--- src/rtl/bcd_updown_counter.sv ---
// Multi-digit BCD up/down counter over 0..TOP with synchronous clear,
// parallel load (sanitised) and look-ahead carry/borrow for cascading.
module bcd_updown_counter #(
    parameter int DIGITS = 4,
    parameter int TOP    = 9999
) (
    input  logic                  CP,
    input  logic                  CR,
    input  logic                  EN,
    input  logic                  UP,
    input  logic                  LD,
    input  logic [4*DIGITS-1:0]   D,
    output logic [4*DIGITS-1:0]   Q,
    output logic                  CO,
    output logic                  BO
);
    localparam int W = 4 * DIGITS;

    // Decimal integer to packed BCD, evaluated at elaboration
    function automatic logic [W-1:0] to_bcd(input int v);
        logic [W-1:0] r;
        int           t;
        r = '0;
        t = v;
        for (int i = 0; i < DIGITS; i++) begin
            r[4*i +: 4] = 4'(t % 10);
            t = t / 10;
        end
        return r;
    endfunction

    localparam logic [W-1:0] TOP_BCD = to_bcd(TOP);

    logic [W-1:0]      inc_val;
    logic [W-1:0]      dec_val;
    logic [W-1:0]      ld_clamp;
    logic [W-1:0]      ld_val;
    logic [DIGITS-1:0] cy;      // digit g takes an increment
    logic [DIGITS-1:0] bw;      // digit g takes a decrement
    logic              at_top;
    logic              at_zero;

    // Per-digit ripple: a digit moves only if every lower digit rolls over
    for (genvar g = 0; g < DIGITS; g++) begin : g_dig
        logic [3:0] dq;
        logic [3:0] dd;
        assign dq = Q[4*g +: 4];
        assign dd = D[4*g +: 4];

        if (g == 0) begin : g_lsd
            assign cy[g] = 1'b1;
            assign bw[g] = 1'b1;
        end else begin : g_hsd
            assign cy[g] = cy[g-1] & (Q[4*(g-1) +: 4] == 4'd9);
            assign bw[g] = bw[g-1] & (Q[4*(g-1) +: 4] == 4'd0);
        end

        assign inc_val[4*g +: 4]  = !cy[g] ? dq : ((dq >= 4'd9) ? 4'd0 : dq + 4'd1);
        assign dec_val[4*g +: 4]  = !bw[g] ? dq : ((dq == 4'd0) ? 4'd9 : dq - 4'd1);
        // Non-BCD load digits saturate at 9
        assign ld_clamp[4*g +: 4] = (dd > 4'd9) ? 4'd9 : dd;
    end

    // With all digits valid BCD, binary compare equals decimal compare
    assign ld_val  = (ld_clamp > TOP_BCD) ? TOP_BCD : ld_clamp;
    assign at_top  = (Q == TOP_BCD);
    assign at_zero = (Q == '0);

    // Look-ahead terminal flags; drive the next stage's EN directly
    assign CO = EN &  UP & at_top;
    assign BO = EN & ~UP & at_zero;

    // Count register: clear > load > count > hold; wrap uses the full TOP
    always_ff @(posedge CP) begin
        if (CR) begin
            Q <= '0;
        end else if (LD) begin
            Q <= ld_val;
        end else if (EN) begin
            if (UP) begin
                Q <= at_top ? '0 : inc_val;
            end else begin
                Q <= at_zero ? TOP_BCD : dec_val;
            end
        end
    end
endmodule

--- config.mk ---
export PLATFORM = sky130hd
export DESIGN_NAME = bcd_updown_counter
export DESIGN_NICKNAME = d
export VERILOG_FILES = /design/src/rtl/bcd_updown_counter.sv
export SDC_FILE = /design/constraint.sdc
export NUM_CORES = 1
export LEC_CHECK = 0
export BUFFER_PORTS_ARGS = -buffer_cell sky130_fd_sc_hd__buf_2
export CAP_MARGIN = 25
export CORE_AREA = 2 2 63 65
export CTS_BUF_LIST = sky130_fd_sc_hd__clkbuf_4 sky130_fd_sc_hd__clkbuf_8
export DETAILED_ROUTE_END_ITERATION = 8
export DIE_AREA = 0 0 65 67
export PLACE_DENSITY = 0.77
export SLEW_MARGIN = 5
export SYNTH_ARGS = -nofsm -noshare
export SYNTH_HDL_FRONTEND = slang
export SYNTH_SLANG_ARGS = --single-unit
export TNS_END_PERCENT = 10
--- constraint.sdc ---
create_clock -name CP -period 3.7 [get_ports CP]
set_clock_uncertainty 0.2 [all_clocks]
set_input_delay 0.925 -clock CP [delete_from_list [all_inputs] [get_ports CP]]
set_output_delay 0.925 -clock CP [all_outputs]
set_load 0.02 [all_outputs]
Word-level counts from Yosys, hierarchy flattened

Index checks and enable logic that the tools add are counted.

Output and inout port bits: 18
Register bits after elaboration: 16

Add/subtract/negate cells: 8
Magnitude comparators: 9
Equal/unequal tests: 7
Reductions and logical operators: 12
Bitwise gates (word level): 9
Muxes and demuxes: 24

Operators with widths:

| cell                 | count |
|---|---|
| $mux 16              | 6 |
| $mux 4               | 18 |
| $add 4x1->4 const B  | 4 |
| $eq 16x16->1 const B | 1 |
| $ge 4x4->1 const B   | 4 |
| $gt 16x16->1 const B | 1 |
| $gt 4x4->1 const B   | 4 |
| $logic_not 16->1     | 1 |
| $logic_not 4->1      | 4 |
| $sub 4x1->4 const B  | 4 |
| $eq 4x4->1 const B   | 3 |
| $ne 4x1->1 const B   | 3 |
| $reduce_bool 4->1    | 3 |
| $reduce_and 3->1     | 3 |
| $and 1x1->1          | 8 |
| $reduce_bool 2->1    | 1 |
| $not 1->1            | 1 |

Depth between registers and ports, before layout

Word-level depth: 8
Gate-level depth with buffers: 7
Mapped depth without buffers: 6

Least setup slack after synthesis

OpenSTA, ideal clock, no wires.

Kind: input-to-output
From: in UP
To: out CO
Setup slack: 0.483 ns
Stages: 4
Data arrival time: 2.092 ns
Buffers on the path: 1
Data required time: 2.575 ns
Path through: buf_6 -> and4b_1 -> nand4_1 -> nor4_1

Cells in the longest elaborated chain, start to end: 2

Ends and longest elaborated chain:

| item                      | line | RTL |
|---|---|---|
| start: declaration        | 10   | `input logic UP,` |
| $and 1x1->1 (2 in series) | 70   | `assign CO = EN & UP & at_top;` |
| end: declaration          | 14   | `output logic CO,` |

Every way passes these cells.

Worst setup path in the final report

From: in UP
To: out BO

Cells in the longest elaborated chain, start to end: 3

Ends and longest elaborated chain:

| item                      | line | RTL |
|---|---|---|
| $not 1->1                 | 71   | `assign BO = EN & ~UP & at_zero;` |
| $and 1x1->1 (2 in series) | 71   |  |
| end: declaration          | 15   | `output logic BO` |

Every way passes these cells.

==> metrics.cfg <==
[outcome]
status=complete, no violations

[floorplan]
start_util_pct=49.0
row_count=22
chipWidth_um=65
core-area_um2=3610
die_height_um=67
die-area_um2=4360
io_pins=39

[worst_setup_path]
worstSetupPathType=in -> out
ff2ff_path_depth=6
reg2reg_slack_ns=1.45
cp.required_ns=2.57
r2r-end=Q[13]
crit_fanout=18
crit_arrival_ns=2.09
startpoint_type=input port
r2r-start=Q[8]
endpoint_kind=primary output

[sta]
rsz0062_at_grt=false
tns_ns=0
hold_slack_ns=0.356
final.period_utilization_pct=86.8
fin_ws_ns=0.488
hold_viol=0
fin_crit_ns=3.21
setup_viol=0
worst_pin_slew_ns=0.516
fmax_mhz=311
slew_violations=0
slew_headroom_pct=65.6

[power_and_ir_drop]
ir_worst_vdd_uv=156
p_leak_uw=0.000840
p_per_area_nw_per_um2=316
power_uw=627

[synth]
syn_area_um2=1770
syn-instance-count=234
synth_area_leaders=dfxtp_1 (18%), ha_1 (8.5%), a21oi_1 (5.1%)
synthFlopType=dfxtp_1
ys_types=58
synth_edf_count=0
postSynthAreaPerCell_um2=7.56
ys_ff_latch=16
synthTopCellsByCount=inv_1 (19), nor2_1 (19), a21oi_1 (18)
yosys_warnings=0
seq_area_frac_synth_pct=18.1
yosysTopAreaCellShare_pct=18.1
synth_largest_area_cell=dfxtp_1
synth_async_sr_flop_share_pct=0
synth_nets=267

[layout]
biggestRegsByFlops=Q: 16 flops
fillers=382
nNetsFinal=293
largest_reg_flops=16
drive_gt1_share_pct=20.8
regMostFlops=Q
diodes=0
syn_to_final_growth_pct=12.2

[grt]
antenna_found_initial=0
grtUsageTotal_pct=22.4
grt_pass1_vias=1679
grt_pass1_wl_um=7720
grt-ovfl-total=0
grt_max_degree=30

[routing]
first_pass_iters=5
via_per_inst=6.19
route.detailed.wl_per_inst_um=15.4
drtIter0Drc=143
num_vias=1899
antenna_left=0
drcViolationCount=0
drt_wl_total_um=4720

[placement]
hpwl_um=3350
gp_congestion=0.949
dp_slack_ns=0.525
io_buffers=38

[worst_hold_path]
hold_start=Q[13]
min_path_cells=2
holdPathEnd=Q[13]
hp-class=reg -> reg

[clocking]
postCtsSetupBuffers=0
cts_tree=yes
cts_root_buf=clkbuf_8
numCtsBuffers=3
cts_sinks=16
clk_pin_slew_ns=0.06
postCtsHoldBufs=0
cts_resized=0
cts_max_path_buffers=2
htreeDepth=1
insertion_delay_ns=0.26

[job]
drv_cap=0

==> kinds of logic after synthesis <==
family,count (synthesis),share of synthesized area [%]
AND/OR/NAND/NOR,79,26.1
AO/OA/AOI/OAI,84,34.8
adder cells (fa/ha/maj),12,8.49
XOR/XNOR,2,0.991
buffers and inverters,38,9.77
flip-flops,16,18.1
multiplexers,3,1.70
==> cell usage in the layout (no fill, tap or decap), types with 5 or more instances in the layout <==
| cell type | instances |
|---|---|
| buf_2 | 38 |
| a211oi_1 | 9 |
| o31ai_1 | 9 |
| nor2_1 | 19 |
| o21ai_0 | 10 |
| nand2_1 | 8 |
| a21oi_1 | 18 |
| nand3b_1 | 5 |
| nor3_1 | 6 |
| dfxtp_1 | 16 |
| or3b_1 | 6 |
| a221oi_1 | 6 |
| inv_1 | 19 |
| nor2b_1 | 8 |
| ha_1 | 12 |
==> critical path, cell delays in order <==
cell	delay [ns]
buf_2	0.11
buf_4	0.19
nor4b_2	0.38
nand4_1	0.14
nor2_1	0.16
buf_2	0.19
==> worst max path at each step <==
stage                     from  to
after floorplan             UP  CO
after global placement      UP  BO
after detailed placement    UP  BO
after CTS                   UP  BO
after global routing        UP  BO
final                       UP  BO
==> power breakdown <==
group	switching [uW]	internal, uW	total (uW)
sequential	37.1	188	225
combinational	139	103	242
clock	65.5	94.6	160
total	242	385	627
==> routing by layer <==
metal	track usage [%]	up-vias	share of wire, %
met5	0	-	0
met2	36.7	85	46
met3	2.87	8	7.0
met1	30.4	882	46
li1	-	924	-
met4	7.18	0	1.4
==> through the flow <==
step	instances	area, um2	utilization [%]
CTS	307	1980	55.0
detailed placement	303	1930	53.5
global route	307	1980	55.0
global placement	303	1930	53.5
floorplan	234	1770	-
finish	307	1980	55.0
==> cell type report <==
type	count	area, um2	area share, %
clock buffer	4	55.1	2.78
multi-input combinational	180	1270	64.3
sequential	16	320	16.2
timing repair buffer	39	198	9.97
inverter	20	75.1	3.79
tap	48	60.1	3.03
Power figures use the tool's default switching activity.
